<file path="src/rtl/frame_decoder.sv">
// Serial frame decoder: collects 14-bit frames MSB first, checks the embedded sync
// word, and presents {abc, def} downstream with valid/ready handshaking.
module frame_decoder #(
    parameter logic [11:0] SYNC    = 12'h345,
    parameter int unsigned TIMEOUT = 16
) (
    input  logic       i_clk,
    input  logic       i_rst_n,
    input  logic       i_bit,
    input  logic       i_bit_valid,
    output logic       o_bit_ready,
    output logic       o_abc,
    output logic       o_def,
    output logic       o_valid,
    input  logic       i_ready,
    output logic       o_sync_err,
    output logic       o_timeout,
    output logic [7:0] o_frame_cnt,
    output logic [7:0] o_err_cnt
);

    // state | meaning
    // IDLE  | waiting for the first bit of a frame
    // SHIFT | collecting bits 12..0, gap timer running
    // HOLD  | decoded frame presented, waiting for i_ready
    typedef enum logic [1:0] {IDLE, SHIFT, HOLD} state_t;

    localparam logic [7:0] GAP_LAST = 8'(TIMEOUT - 1);
    localparam logic [3:0] LAST_BIT = 4'd13;

    state_t      state, state_nxt;
    logic [13:0] frame, frame_nxt, frame_shift;
    logic [3:0]  bit_cnt, bit_cnt_nxt;
    logic [7:0]  gap_cnt, gap_cnt_nxt;
    logic        sync_err_nxt, timeout_nxt;
    logic        bit_take, xfer;

    assign bit_take    = i_bit_valid && (state != HOLD);
    assign xfer        = (state == HOLD) && i_ready;
    assign frame_shift = {frame[12:0], i_bit};

    always_ff @(posedge i_clk) begin
        if (!i_rst_n) state <= IDLE;
        else          state <= state_nxt;
    end

    always_comb begin
        state_nxt    = state;
        frame_nxt    = frame;
        bit_cnt_nxt  = bit_cnt;
        gap_cnt_nxt  = gap_cnt;
        sync_err_nxt = 1'b0;
        timeout_nxt  = 1'b0;
        case (state)
            IDLE: begin
                if (bit_take) begin
                    frame_nxt   = {13'd0, i_bit};
                    bit_cnt_nxt = 4'd1;
                    gap_cnt_nxt = 8'd0;
                    state_nxt   = SHIFT;
                end
            end
            SHIFT: begin
                if (bit_take) begin
                    frame_nxt   = frame_shift;
                    gap_cnt_nxt = 8'd0;
                    if (bit_cnt == LAST_BIT) begin
                        bit_cnt_nxt = 4'd0;
                        if (frame_shift[12:1] == SYNC) begin
                            state_nxt = HOLD;
                        end else begin
                            state_nxt    = IDLE;
                            sync_err_nxt = 1'b1;
                        end
                    end else begin
                        bit_cnt_nxt = bit_cnt + 4'd1;
                    end
                end else if (gap_cnt == GAP_LAST) begin
                    // gap counter would reach TIMEOUT on this edge
                    state_nxt   = IDLE;
                    timeout_nxt = 1'b1;
                    bit_cnt_nxt = 4'd0;
                    gap_cnt_nxt = 8'd0;
                    frame_nxt   = 14'd0;
                end else begin
                    gap_cnt_nxt = gap_cnt + 8'd1;
                end
            end
            HOLD: begin
                if (i_ready) state_nxt = IDLE;
            end
            default: state_nxt = IDLE;
        endcase
    end

    always_ff @(posedge i_clk) begin
        if (!i_rst_n) begin
            frame       <= 14'd0;
            bit_cnt     <= 4'd0;
            gap_cnt     <= 8'd0;
            o_sync_err  <= 1'b0;
            o_timeout   <= 1'b0;
            o_frame_cnt <= 8'd0;
            o_err_cnt   <= 8'd0;
        end else begin
            frame      <= frame_nxt;
            bit_cnt    <= bit_cnt_nxt;
            gap_cnt    <= gap_cnt_nxt;
            o_sync_err <= sync_err_nxt;
            o_timeout  <= timeout_nxt;
            if (xfer) o_frame_cnt <= o_frame_cnt + 8'd1;
            // error count moves together with its pulse and saturates
            if ((sync_err_nxt || timeout_nxt) && (o_err_cnt != 8'hFF))
                o_err_cnt <= o_err_cnt + 8'd1;
        end
    end

    assign o_valid     = (state == HOLD);
    assign o_bit_ready = (state != HOLD);
    assign o_abc       = o_valid && frame[13];
    assign o_def       = o_valid && frame[0];

endmodule

</file>
<file path="config.mk">
export PLATFORM = sky130hd
export DESIGN_NAME = frame_decoder
export DESIGN_NICKNAME = d
export VERILOG_FILES = /design/src/rtl/frame_decoder.sv
export SDC_FILE = /design/constraint.sdc
export NUM_CORES = 1
export LEC_CHECK = 0
export ABC_AREA = 1
export CAP_MARGIN = 15
export CORE_UTILIZATION = 25
export CTS_CLUSTER_DIAMETER = 80
export CTS_CLUSTER_SIZE = 25
export DETAILED_ROUTE_END_ITERATION = 10
export GPL_TIMING_DRIVEN = 0
export SLEW_MARGIN = 20
export SYNTH_ARGS = -nofsm -noshare
export SYNTH_HDL_FRONTEND = slang
export SYNTH_SLANG_ARGS = --single-unit
</file>
<file path="constraint.sdc">
create_clock -name i_clk -period 1.6 [get_ports i_clk]
set_input_delay 0.32 -clock i_clk [delete_from_list [all_inputs] [get_ports i_clk]]
set_output_delay 0.32 -clock i_clk [all_outputs]
set_load 0.05 [all_outputs]
</file>
After elaboration in Yosys (flattened, before gate mapping):

Index checks and enable logic that the tools add are counted.

* $add $sub $neg: 4
* multiply operators: 0
* div/mod/pow operators: 0
* magnitude comparators: 0
* equality and inequality tests: 11
* shifts and indexed selects: 0
* mux-type cells: 27
* bitwise logic cells: 0
* reduce and logical (&&, ||, !) cells: 11

Operator list (count)
* $mux 14: 3
* $pmux 14 s2: 1
* $add 8x1->8 const B: 3
* $mux 8: 3
* $mux 4: 4
* $pmux 8 s2: 1
* $eq 12x10->1 const B: 1
* $mux 2: 6
* $eq 8x4->1 const B: 1
* $ne 8x8->1 const B: 1
* $pmux 4 s2: 1
* $mux 1: 7
* $ne 3x3->1 const B: 2
* $pmux 2 s3: 1
* $logic_and 1x1->1: 5
* $add 4x1->4 const B: 1
* $eq 4x4->1 const B: 1
* $ne 2x2->1 const B: 2
* $reduce_and 4->1: 1
* $reduce_and 3->1: 1
* $eq 2x1->1 const B: 1
* $eq 2x2->1 const B: 1
* $logic_not 2->1: 1
* $ne 2x1->1 const B: 1
* 3 further kinds: 3

* register bits: 46
* latch bits: 0
* memory bits (writable): 0
* memory bits (read-only): 0
* output and inout port bits: 22
* memories: 0

Depth between registers and ports, before layout:

* depth in word-level cells: 7
* gate-level depth with buffers: 10

Least setup slack after synthesis:

Ideal clock, no wire load.

* path kind: reg2out
* start point: register state[0]
* end point: output o_abc
* data arrival time: 1518 ps
* required time: 1280 ps
* setup slack: -238 ps
* cell stages (with the launch flop): 4
* path buffers: 0
* path through: dfxtp_1 > inv_1 > nand2_1 > nor2_1

* cells in the longest elaborated chain, start to end: 2

Ends and longest elaborated chain
* start: declaration: line 31 `state_t state, state_nxt;`
* start signal: assignment: line 44 `else state <= state_nxt;`
* $eq 2x2->1: line 118 `assign o_valid = (state == HOLD);`
* $logic_and 1x1->1: line 120 `assign o_abc = o_valid && frame[13];`
* end: declaration: line 12 `output logic o_abc,`

No other way between the ends.

Worst setup path in the final report:

* start point: register o_err_cnt[5]
* end point: output o_err_cnt[5]

RTL lines
* start: declaration: line 19 `output logic [7:0] o_err_cnt`
* start signal: assignment: line 114 `o_err_cnt <= o_err_cnt + 8'd1;`

No word-level cell between the ends.

==> out/metrics.cfg <==
[run_status]
outcome=completed

[critical_path]
crit_path_top_delay_cell=dlygate4sd2_1
path_class=reg2out
worst-path-buf-inv=1
crit_chain=dlygate4sd2_1
critical_path.top_delay_family=buffers and inverters
end_kind=primary output
cp-start-kind=register
slowest_delay_ps=540
cp_data_arrival_time_ps=1240
crit_required_ps=1280
path_max_fanout=6

[place]
gp_congestion=0.8654
port-buffer-count=25
hpwl_um=3273
dp_slack_ps=-356.9
place_area_um2=2551
placed_cells=426

[cts]
cts.path.max_buffers=2
cts-root-buf=clkbuf_8
numCtsBuffers=5
htree_num_levels=2
cts_num_sinks=46
cts_tree=done
clk_latency_ps=300
clk_pin_slew_ps=100

[synth]
ys_top_cells_by_area=dfxtp_1 43%, nand2_1 9.6%, inv_1 7.0%, nor2_1 6.5%, nand3_1 5.6%
synth.most_common_cell=nand2_1
synthCells=296
yosysSeqAreaShare=0.4287
yosys-top-cells-count=55 x nand2_1, 46 x dfxtp_1, 40 x inv_1
yosysWarningCount=0
yosys_most_used_dff=dfxtp_1
synthDistinctLibCells=32
syn_area_per_cell_um2=7.258
synth_top_cell_by_area=dfxtp_1
synth_top_area_share=0.4287
synth_edf_count=0
ys_async_sr_fraction=0
ys_seq_elements=46
mappedNetlistArea_um2=2148
syn-num-nets=306

[sta]
hold_violations=0
fin_crit_ps=1563
period_share=0.9771
fmax_ghz=0.6397
setup_viol=0
relSlewSlack=0.6688
setup_slack_ps=36.67
tns_ps=0
skew_ps=10.15
slew_violations=0
worst_pin_slew_ps=496.8

[worst_hold_path]
hold_path_class=in2reg

[floorplan]
fp.dieW_um=94.70
initial_core_util=0.2602
fp.dieArea_um2=8968
row_count=33
die_h_um=94.70
core_um2=8258
boundaryPins=27

[power]
leakagePower_uw=0.001141
vdd.ir_drop.worst_v=0.0006705
power_density_nw_per_um2=929.1

[cells_and_area]
final_area_um2=2748
instances_no_fill=441
drive_above_1_share=0.1905
fin_nets=345
final_util=0.3327
area_growth_pct=27.90
n_antenna_cell=0

[detailed_routing]
avgRoutedWirePerCell_um=10.34
vias=1932
dr.pass1.iters=4
drtIter0Drc=96
wirelength_um=4558
drt-vias-per-instance=4.381
drtAntennaViolNets=0
drc=0

[global_routing]
antenna_found_initial=0
grt_pass1_wl_um=7672
grt_pass1_vias=1745
grt_max_degree=18
track_usage=0.1065
gr-total-overflow=0

[run]
max-cap-violations=0

## routing by layer
layer  part of all wire  up-vias  track usage
li1                   -     1039            -
met1               0.51      859       0.1431
met2               0.44       30       0.1703
met3              0.046        4      0.02576
met4             0.0057        0      0.02652
met5                  0        -            0
## cell type report
type                    count  area, um2
inverters                  42      157.7
repair buffers             32      282.8
clock buffers               5      68.82
flip-flops and latches     46      937.1
fillers                   903       5510
multi-input cells         201       1092
plain buffers               7      48.80
clock inverters             3      28.78
well taps                 105      131.4
## where the power goes
part           total [uW]  internal (uW)  switching (uW)
Combinational         537            174             364
Sequential           1250           1190            53.1
Clock                 770            327             443
Total                2550           1690             860
## stage by stage
| step | hold WS (ps) | total power, uW |
|---|---|---|
| 2_1_floorplan | 453.7 | 1638 |
| 3_3_place_gp | 473.2 | 1766 |
| 3_5_place_dp | 481.4 | 1777 |
| 4_1_cts | 365.3 | 2550 |
| 5_1_grt | 388.3 | 2702 |
| 6_report | 369.7 | 2553 |
## repair_timing
item	4_1_cts	5_1_grt
pin swaps	2	4
gates resized for setup	43	25
endpoints found under the setup margin	35	26
gates cloned	0	1
setup buffers	1	5
hold buffers	0	0
## registers in the layout, indices dropped and copies added, names as in the netlist
signal and count:
o_sync_err 1, o_err_cnt 8, state 2, bit_cnt 4, frame 14, o_timeout 1
gap_cnt 8, o_frame_cnt 8
## kinds of logic after synthesis
group                    count (synthesis)  synth area share
buffers and inverters                   49           0.09434
XOR/XNOR                                 4           0.01631
adder cells (fa/ha/maj)                  5           0.02912
AND/OR/NAND/NOR                        141            0.2982
AO/OA/AOI/OAI                           51            0.1334
flip-flops                              46            0.4287
## path summary, 6_finish.rpt
| kind | cells past startpoint | slack [ps] | endpoint | startpoint |
|---|---|---|---|---|
| worst min register to register | 2 | 490 | gap_cnt[0]$_SDFFE_PN0P_ | gap_cnt[0]$_SDFFE_PN0P_ |
| worst max-delay path | 1 | 40 | o_err_cnt[5] | o_err_cnt[5]$_SDFFE_PN0P_ |
| worst max register to register | 7 | 60 | o_err_cnt[4]$_SDFFE_PN0P_ | o_err_cnt[0]$_SDFFE_PN0P_ |
| worst min-delay path | 3 | 370 | o_frame_cnt[3]$_SDFFE_PN0P_ | i_rst_n |
## placed cells by master, fill, tap and decap left out, drive strengths merged, types with 3 or more instances in the layout
master and n:
buf 15, o21ai 17, nand2 59, ha 5
nor2 42, o22ai 11, clkbuf 10, dfxtp 46
or2 4, nor3 4, nand4 5, dlygate4sd2 15
xor2 3, inv 44, a21oi 21, nand3 24
Power figures use the tool's default switching activity.
